$ cat config.mk
export PLATFORM = sky130hd
export DESIGN_NAME = r2sdf_bf_stage
export DESIGN_NICKNAME = d
export VERILOG_FILES = /design/src/rtl/r2sdf_bf_stage_pkg.sv /design/src/rtl/r2sdf_bf_stage_cplx_mul.sv /design/src/rtl/r2sdf_bf_stage.sv
export SDC_FILE = /design/constraint.sdc
export NUM_CORES = 2
export LEC_CHECK = 0
export ABC_AREA = 1
export ABC_CLOCK_PERIOD_IN_PS = 1700
export CORE_AREA = 2 2 360 290
export DETAILED_ROUTE_END_ITERATION = 12
export DIE_AREA = 0 0 362 292
export PLACE_DENSITY_LB_ADDON = 0.3
export SYNTH_ARGS = -nofsm -noshare
export SYNTH_HDL_FRONTEND = slang
export SYNTH_HIERARCHICAL = 1
export SYNTH_SLANG_ARGS = --single-unit
$ cat constraint.sdc
create_clock -name clk -period 1.7 [get_ports clk]
set_clock_uncertainty 0.1 [all_clocks]
set_input_delay 0.425 -clock clk [delete_from_list [all_inputs] [get_ports clk]]
set_output_delay 0.425 -clock clk [all_outputs]
set_load 0.1 [all_outputs]
$ cat src/rtl/r2sdf_bf_stage_pkg.sv
// Shared types and helpers for the R2SDF FFT stage family.
package r2sdf_bf_stage_pkg;

  localparam int unsigned FPT_W    = 16;
  localparam int unsigned FPT_FRAC = 14;

  typedef logic signed [FPT_W-1:0] fpt;

  typedef struct packed {
    fpt re;
    fpt im;
  } cplx_t;

  // Reverse the low n bits of i.
  function automatic int unsigned bitrev(input int unsigned i, input int unsigned n);
    int unsigned r;
    r = 0;
    for (int unsigned b = 0; b < n; b++) begin
      r = (r << 1) | ((i >> b) & 1);
    end
    return r;
  endfunction

endpackage

$ cat src/rtl/r2sdf_bf_stage_cplx_mul.sv
// Complex sample times conjugate twiddle (cos - j*sin), truncating FRAC bits.
module cplx_mul #(
  parameter int unsigned W    = 16,
  parameter int unsigned FRAC = 14
) (
  input  logic        [2*W-1:0] x,
  input  logic signed [W-1:0]   tw_cos,
  input  logic signed [W-1:0]   tw_sin,
  output logic        [2*W-1:0] y_c
);

  logic signed [W-1:0]   xr;
  logic signed [W-1:0]   xi;
  logic signed [2*W-1:0] acc_re;
  logic signed [2*W-1:0] acc_im;

  // Full-width products, arithmetic shift, keep the low W bits.
  always_comb begin
    xr     = x[2*W-1:W];
    xi     = x[W-1:0];
    acc_re = (2*W)'(xr * tw_cos) + (2*W)'(xi * tw_sin);
    acc_im = (2*W)'(xi * tw_cos) - (2*W)'(xr * tw_sin);
    y_c    = {W'(acc_re >>> FRAC), W'(acc_im >>> FRAC)};
  end

endmodule

$ cat src/rtl/r2sdf_bf_stage.sv
// Radix-2 single-path delay-feedback butterfly stage.
// Optional debug taps: define BF_STAGE_DEBUG_EN to add _db_* outputs.
module r2sdf_bf_stage
  import r2sdf_bf_stage_pkg::*;
#(
  parameter int unsigned N     = 3,
  parameter int unsigned STAGE = 1,
  parameter int unsigned W     = FPT_W,
  parameter int unsigned FRAC  = FPT_FRAC
) (
  input  logic                              clk,
  input  logic                              rst_n,
  input  logic [2*W-1:0]                    ip,
  input  logic                              start_ip,
  input  logic [2**(STAGE-1)-1:0][W-1:0]    cos_arr,
  input  logic [2**(STAGE-1)-1:0][W-1:0]    sin_arr,
  output logic [2*W-1:0]                    op,
  output logic                              start_op
`ifdef BF_STAGE_DEBUG_EN
  ,
  output logic [3*W-1:0]                    _db_neg_product,
  output logic [2*W-1:0]                    _db_trig,
  output logic [W-1:0]                      _db_neg_sum
`endif
);

  localparam int unsigned D  = 2**(STAGE-1);
  localparam int unsigned KW = (STAGE > 1) ? STAGE - 1 : 1;

  if (STAGE < 1 || STAGE > N) begin : g_bad_stage
    $error("r2sdf_bf_stage: STAGE must lie in 1..N");
  end

  logic [STAGE-1:0]       c_q;
  logic [STAGE-1:0]       c_eff;
  logic [KW-1:0]          k;
  logic                   phase2;
  logic                   armed_q;
  logic                   fire;
  logic signed [W-1:0]    tw_cos;
  logic signed [W-1:0]    tw_sin;
  logic [2*W-1:0]         b_c;
  logic [D-1:0][2*W-1:0]  fifo_q;
  logic [2*W-1:0]         head;
  logic signed [W-1:0]    a_re;
  logic signed [W-1:0]    a_im;
  logic signed [W-1:0]    b_re;
  logic signed [W-1:0]    b_im;
  logic [2*W-1:0]         push_c;
  logic [2*W-1:0]         op_d;

  // Sample counter: start_ip forces position 0 on the cycle it is seen.
  always_comb begin
    c_eff  = start_ip ? '0 : c_q;
    k      = (D == 1) ? '0 : KW'(c_eff);
    phase2 = (c_eff >= STAGE'(D));
    fire   = armed_q && (c_eff == STAGE'(D));
    tw_cos = cos_arr[k];
    tw_sin = sin_arr[k];
  end

  cplx_mul #(.W(W), .FRAC(FRAC)) u_mul (
    .x      (ip),
    .tw_cos (tw_cos),
    .tw_sin (tw_sin),
    .y_c    (b_c)
  );

  // Butterfly: phase 1 loads the delay line, phase 2 emits sum and feeds back difference.
  always_comb begin
    head   = fifo_q[D-1];
    a_re   = head[2*W-1:W];
    a_im   = head[W-1:0];
    b_re   = b_c[2*W-1:W];
    b_im   = b_c[W-1:0];
    push_c = ip;
    op_d   = head;
    if (phase2) begin
      op_d   = {W'(a_re + b_re), W'(a_im + b_im)};
      push_c = {W'(a_re - b_re), W'(a_im - b_im)};
    end
  end

  // Counter, delay line, output and frame-marker registers.
  always_ff @(posedge clk or negedge rst_n) begin
    if (!rst_n) begin
      c_q      <= '0;
      armed_q  <= 1'b0;
      start_op <= 1'b0;
      op       <= '0;
      fifo_q   <= '0;
    end else begin
      c_q      <= c_eff + STAGE'(1);
      armed_q  <= start_ip || (armed_q && !fire);
      start_op <= fire;
      op       <= op_d;
      for (int i = int'(D) - 1; i >= 1; i--) begin
        fifo_q[i] <= fifo_q[i-1];
      end
      fifo_q[0] <= push_c;
    end
  end

`ifdef BF_STAGE_DEBUG_EN
  logic signed [W-1:0]   dbg_xr;
  logic signed [W-1:0]   dbg_xi;
  logic signed [2*W-1:0] dbg_rc;
  logic signed [2*W-1:0] dbg_is;
  logic signed [2*W-1:0] dbg_rs;

  // Observation taps for twiddle and butterfly internals.
  always_comb begin
    dbg_xr          = ip[2*W-1:W];
    dbg_xi          = ip[W-1:0];
    dbg_rc          = (2*W)'(dbg_xr * tw_cos);
    dbg_is          = (2*W)'(dbg_xi * tw_sin);
    dbg_rs          = (2*W)'(dbg_xr * tw_sin);
    _db_neg_product = {W'(-(dbg_rc >>> FRAC)), W'(-(dbg_is >>> FRAC)), W'(-(dbg_rs >>> FRAC))};
    _db_trig        = {tw_cos, tw_sin};
    _db_neg_sum     = W'(-(a_re + b_re));
  end
`endif

endmodule

* Yosys cells after proc, flatten, opt, wreduce, memory -nomap -nowiden
Cells that the tools add are included.
Word-level totals: logic and storage cells 24, output and inout bits 33, register bits 67
Operators by class: multiply operators 4, reductions and logical operators 4, $add $sub $neg 7, multiplexer cells 3, magnitude comparators 1
Operator list (count):
- 16-bit by 16-bit multiplier with 30-bit output | 4
- 32-bit two-way mux | 2
- 16-bit adder | 2
- 16-bit subtractor | 2
- 30-bit adder | 1
- 30-bit subtractor | 1
- 1-bit logical AND | 2
- 1-bit adder (second input constant) | 1
- 1-bit greater-or-equal comparator (second input constant) | 1
- 1-bit logical NOT | 1
- 1-bit logical OR | 1
- 1-bit two-way mux | 1

* Longest topological paths before layout
depth in word-level cells 5, mapped depth 44

* Modules after synthesis
The synthesis kept the hierarchy.
By module, submodules not included:
- cplx_mul | area an instance 39653.0 um^2, cells an instance 5006, seq. area each 0.0 um^2, times used 1
- r2sdf_bf_stage | area an instance 5982.0 um^2, cells an instance 943, seq. area each 1676.6 um^2, times used 1

* Worst setup path after synthesis
No wires, ideal clock.
path type input to register, from in ip[31], to reg op[31], required time 1483 ps, setup time 117 ps, arrival time 7715 ps, setup slack -6233 ps, stages 36, cells stage by stage clkbuf_1 > buf_1 > nand2_1 > fa_1 > inv_1 > fa_1 > inv_1 > fa_1 > fa_1 > inv_1 > fa_1 > fa_1 > fa_1 > inv_1 > fa_1 > inv_1 > ha_1 > a21oi_1 > a21boi_1 > o21ai_1 > a21oi_1 > inv_2 > a21oi_1 > xnor2_1 > inv_1 > ha_1 > nor2_2 > inv_1 > nor2_1 > nand3_1 > nand2_1 > nand2_1 > nand2_1 > nand2_1 > nand3_1 > nand2_1
On the way: longest elaborated chain between the ends 4
RTL lines:
- start: declaration | RTL line r2sdf_bf_stage.sv:13 | input logic [2*W-1:0] ip,
- 16-bit by 16-bit multiplier with 30-bit output | RTL line r2sdf_bf_stage_cplx_mul.sv:21 | acc_re = (2*W)'(xr * tw_cos) + (2*W)'(xi * tw_sin);
- 30-bit adder | RTL line r2sdf_bf_stage_cplx_mul.sv:21
- net b_c[22] | RTL line r2sdf_bf_stage.sv:42 | logic [2*W-1:0] b_c;
- 16-bit adder | RTL line r2sdf_bf_stage.sv:79 | op_d = {W'(a_re + b_re), W'(a_im + b_im)};
- 32-bit two-way mux | RTL line r2sdf_bf_stage.sv:78 | if (phase2) begin
- net op_d[31] | RTL line r2sdf_bf_stage.sv:50 | logic [2*W-1:0] op_d;
- end signal: assignment | RTL line r2sdf_bf_stage.sv:96 | op <= op_d;
- end: declaration | RTL line r2sdf_bf_stage.sv:17 | output logic [2*W-1:0] op,
The timed path passes the listed nets, and every way through them passes these cells.

* Final worst setup path
from in ip[1], to reg op[24]
Same word-level chain as after synthesis.

==> results.sh <==
export IMPL_crit_path_end_kind="flop"
export IMPL_start_kind="input port"
export IMPL_cts_tree="done"
export IMPL_ant_nets=0
export IMPL_holdPathEnd="start_op$_DFF_PN0_"
export IMPL_synth_top_area_share_pct=47.7
export IMPL_insertion_delay_ns=0.37
export IMPL_slew_headroom_pct=75.0
export IMPL_detail_route_wl_per_cell_um=20.2
export IMPL_cp_startpoint="ip[1]"
export IMPL_reg2reg_from="fifo_q[0]$_DFF_PN0_"
export IMPL_postLayoutCellArea_um2=62600
export IMPL_drt_pass1_iterations=7
export IMPL_dieArea_um2=106000
export IMPL_finalCriticalPeriod_ns=7.84
export IMPL_fin_cells=8195
export IMPL_hold_depth=2
export IMPL_crit_fanout=8
export IMPL_fmax_mhz=128
export IMPL_setup_viol=64
export IMPL_clkSinkCount=67
export IMPL_post_dp_cell_area_um2=55400
export IMPL_synth_top_cell_by_area="fa_1"
export IMPL_drc=0
export IMPL_cpLargestDelayFamily="adder cells"
export IMPL_synthesis_nets=7451
export IMPL_hp_class="reg2reg"
export IMPL_status="finished, violations left"
export IMPL_dieHeight_um=292
export IMPL_via_count=40900
export IMPL_vias_per_cell=4.99
export IMPL_finalWorstSetupSlack_ns=-6.14
export IMPL_synthArstFlopShare_pct=100
export IMPL_cts_buffer_depth=2
export IMPL_dieWidth_um=362
export IMPL_port_buffers=99
export IMPL_clkTransAtPathRegs_ns=0.06
export IMPL_post_synth_cell_area_avg_um2=7.67
export IMPL_critPathBufInv=12
export IMPL_crit_top_cell="fa_1"
export IMPL_synth_distinct_cells=40
export IMPL_boundaryPins=100
export IMPL_min_from="armed_q$_DFF_PN0_"
export IMPL_grt_setup_unrepaired="true"
export IMPL_place_hpwl_um=117000
export IMPL_r2r_slack_ns=-0.27
export IMPL_ys_flop_type="dfrtp_1"
export IMPL_r2r_cells=11
export IMPL_worstMarginPinSlew_ns=0.372
export IMPL_grt_pass1_vias=42400
export IMPL_grtUsageTotal_pct=31.6
export IMPL_drive_above_1_share_pct=28.8
export IMPL_netlist_instances=5949
export IMPL_start_util_pct=44.7
export IMPL_htree_levels=3
export IMPL_drv_slew=0
export IMPL_drt_initial_drc_count=3844
export IMPL_cap_violations=0
export IMPL_violations="setup timing"
export IMPL_grt_pass1_wl_um=250000
export IMPL_fp_row_count=105
export IMPL_cts_root_buffer_cell="clkbuf_16"
export IMPL_antenna_found_initial=5
export IMPL_synth_warning_count=6
export IMPL_synth_area_leaders="fa_1 48%, inv_1 16%, nand2_1 13%"
export IMPL_worstReg2RegEnd="op[8]$_DFF_PN0_"
export IMPL_ys_seq_area_share_pct=3.67
export IMPL_cp_arrival_ns=7.98
export IMPL_hold_violations=0
export IMPL_fin_nets=8353
export IMPL_synth_seq_cells=67
export IMPL_synth_edff_count=0
export IMPL_grt_ovfl_total=0
export IMPL_core_area_um2=102000
export IMPL_required_ns=1.84
export IMPL_wirelength_um=165000
export IMPL_placed_cells=7871
export IMPL_slowest_stage="fa_1"
export IMPL_globalplace_congestion=0.957
export IMPL_syn2layout_area_growth_pct=37.1
export IMPL_path_class="in2reg"
export IMPL_period_share_pct=461
export IMPL_grt_max_degree=41
export IMPL_slowest_delay_ns=0.58
export IMPL_synth_area_um2=45600
export IMPL_cts_buffers=9
==> metrics by stage <==
stage / utilization, % / hold slack (ns) / setup WS, ns / TNS [ns]
after floorplan: - / 0.0294 / -5.81 / -347.89
after global routing: 61.3 / 0.407 / -6.31 / -385.53
after global placement: 54.3 / 0.256 / -7.07 / -432.69
after CTS: 58.6 / 0.378 / -6.02 / -371.02
final: 61.3 / 0.393 / -6.14 / -372.74
after detailed placement: 54.3 / 0.257 / -7.13 / -434.16
==> worst reg2reg max path, delay by kind of cell, from the launching register on <==
| family | cells | cell delay (ns) |
|---|---|---|
| AO/OA/AOI/OAI | 2 | 0.19 |
| adder cells (fa/ha/maj) | 2 | 0.57 |
| buffers and inverters | 2 | 0.28 |
| flip-flops | 1 | 0.38 |
| AND/OR/NAND/NOR | 5 | 0.38 |
==> cells in the mapped netlist, drive strengths merged, types with 5 or more instances <==
cell type / number
xor2: 52
buf: 25
nand3b: 6
dfrtp: 67
or2: 27
nand2: 1574
o21ai: 86
nor2: 160
inv: 1975
nand3: 131
nand4: 25
and2: 7
clkinv: 6
o21a: 5
a21o: 8
ha: 347
fa: 1088
nor3: 15
xnor2: 18
o21bai: 14
clkbuf: 196
a21oi: 103
==> sequential cells by signal (all words and copies together), names as in the netlist <==
register / count
fifo_q: 32
op: 32
armed_q: 1
start_op: 1
c_q: 1
==> area by class of cell <==
class / count / area [um^2]
clock buffers: 12 / 256
multi-input cells: 3680 / 39300
flip-flops and latches: 67 / 1680
inverters: 1981 / 7500
well taps: 1337 / 1670
repair buffers: 1112 / 12100
fillers: 8500 / 39500
diodes: 2 / 5.00
clock inverters: 4 / 72.6
==> cell usage in the layout (no fill, tap or decap), drive strengths merged, types with 7 or more instances in the layout <==
cell / count
inv: 1974
nand2: 1574
fa: 1088
buf: 1071
ha: 347
nor2: 160
nand3: 131
a21oi: 103
o21ai: 86
dfrtp: 67
xor2: 52
or2: 27
nand4: 25
bufbuf: 24
clkbuf: 21
xnor2: 18
nor3: 15
o21bai: 14
a21o: 8
and2: 7
==> kinds of logic (layout without fill, tap and decap cells) <==
kind of cell | count (synthesis) | after routing | synth area share [%]
adders and majority gates | 1435 | 1435 | 57.2
DFF | 67 | 67 | 3.67
other | 0 | 2 | 0
xor gates and xnor gates | 70 | 70 | 1.34
AOI/OAI and AO/OA | 226 | 226 | 2.71
buffers and inverters | 2202 | 3109 | 18.2
and+or+nand+nor | 1949 | 1949 | 16.9
==> per-layer routing <==
layer	part of all wire, %	global-route usage, %	wire length, um	vias to the layer above
li1	-	-	-	18300
met1	42	45.5	69300	20300
met2	42	46.0	69700	1961
met3	12	8.90	19600	312
met4	4.0	9.57	6580	6
met5	0.028	0	46	-
==> worst max-delay path by stage <==
stage / endpoint / slack (ns) / depth (start not counted)
after floorplan: op[12]$_DFF_PN0_ / -5.81 / 35
after global placement: op[28]$_DFF_PN0_ / -7.07 / 35
after detailed placement: op[28]$_DFF_PN0_ / -7.13 / 35
after CTS: op[8]$_DFF_PN0_ / -6.02 / 40
after global routing: op[27]$_DFF_PN0_ / -6.31 / 37
final: op[24]$_DFF_PN0_ / -6.14 / 35
==> timing repair <==
| item | 4_1_cts | 5_1_grt |
|---|---|---|
| endpoints found under the setup margin | 64 | 64 |
| hold buffers | 1 | 0 |
| gates cloned | 51 | 3 |
| buffers inserted | 153 | 107 |
| pin swaps | 266 | 400 |
| endpoints found under the hold margin | 17 | 0 |
| gates resized for setup | 662 | 645 |
Power is not shown: default switching activity piles up to over one toggle a cycle in this logic, so the estimate is an artifact.
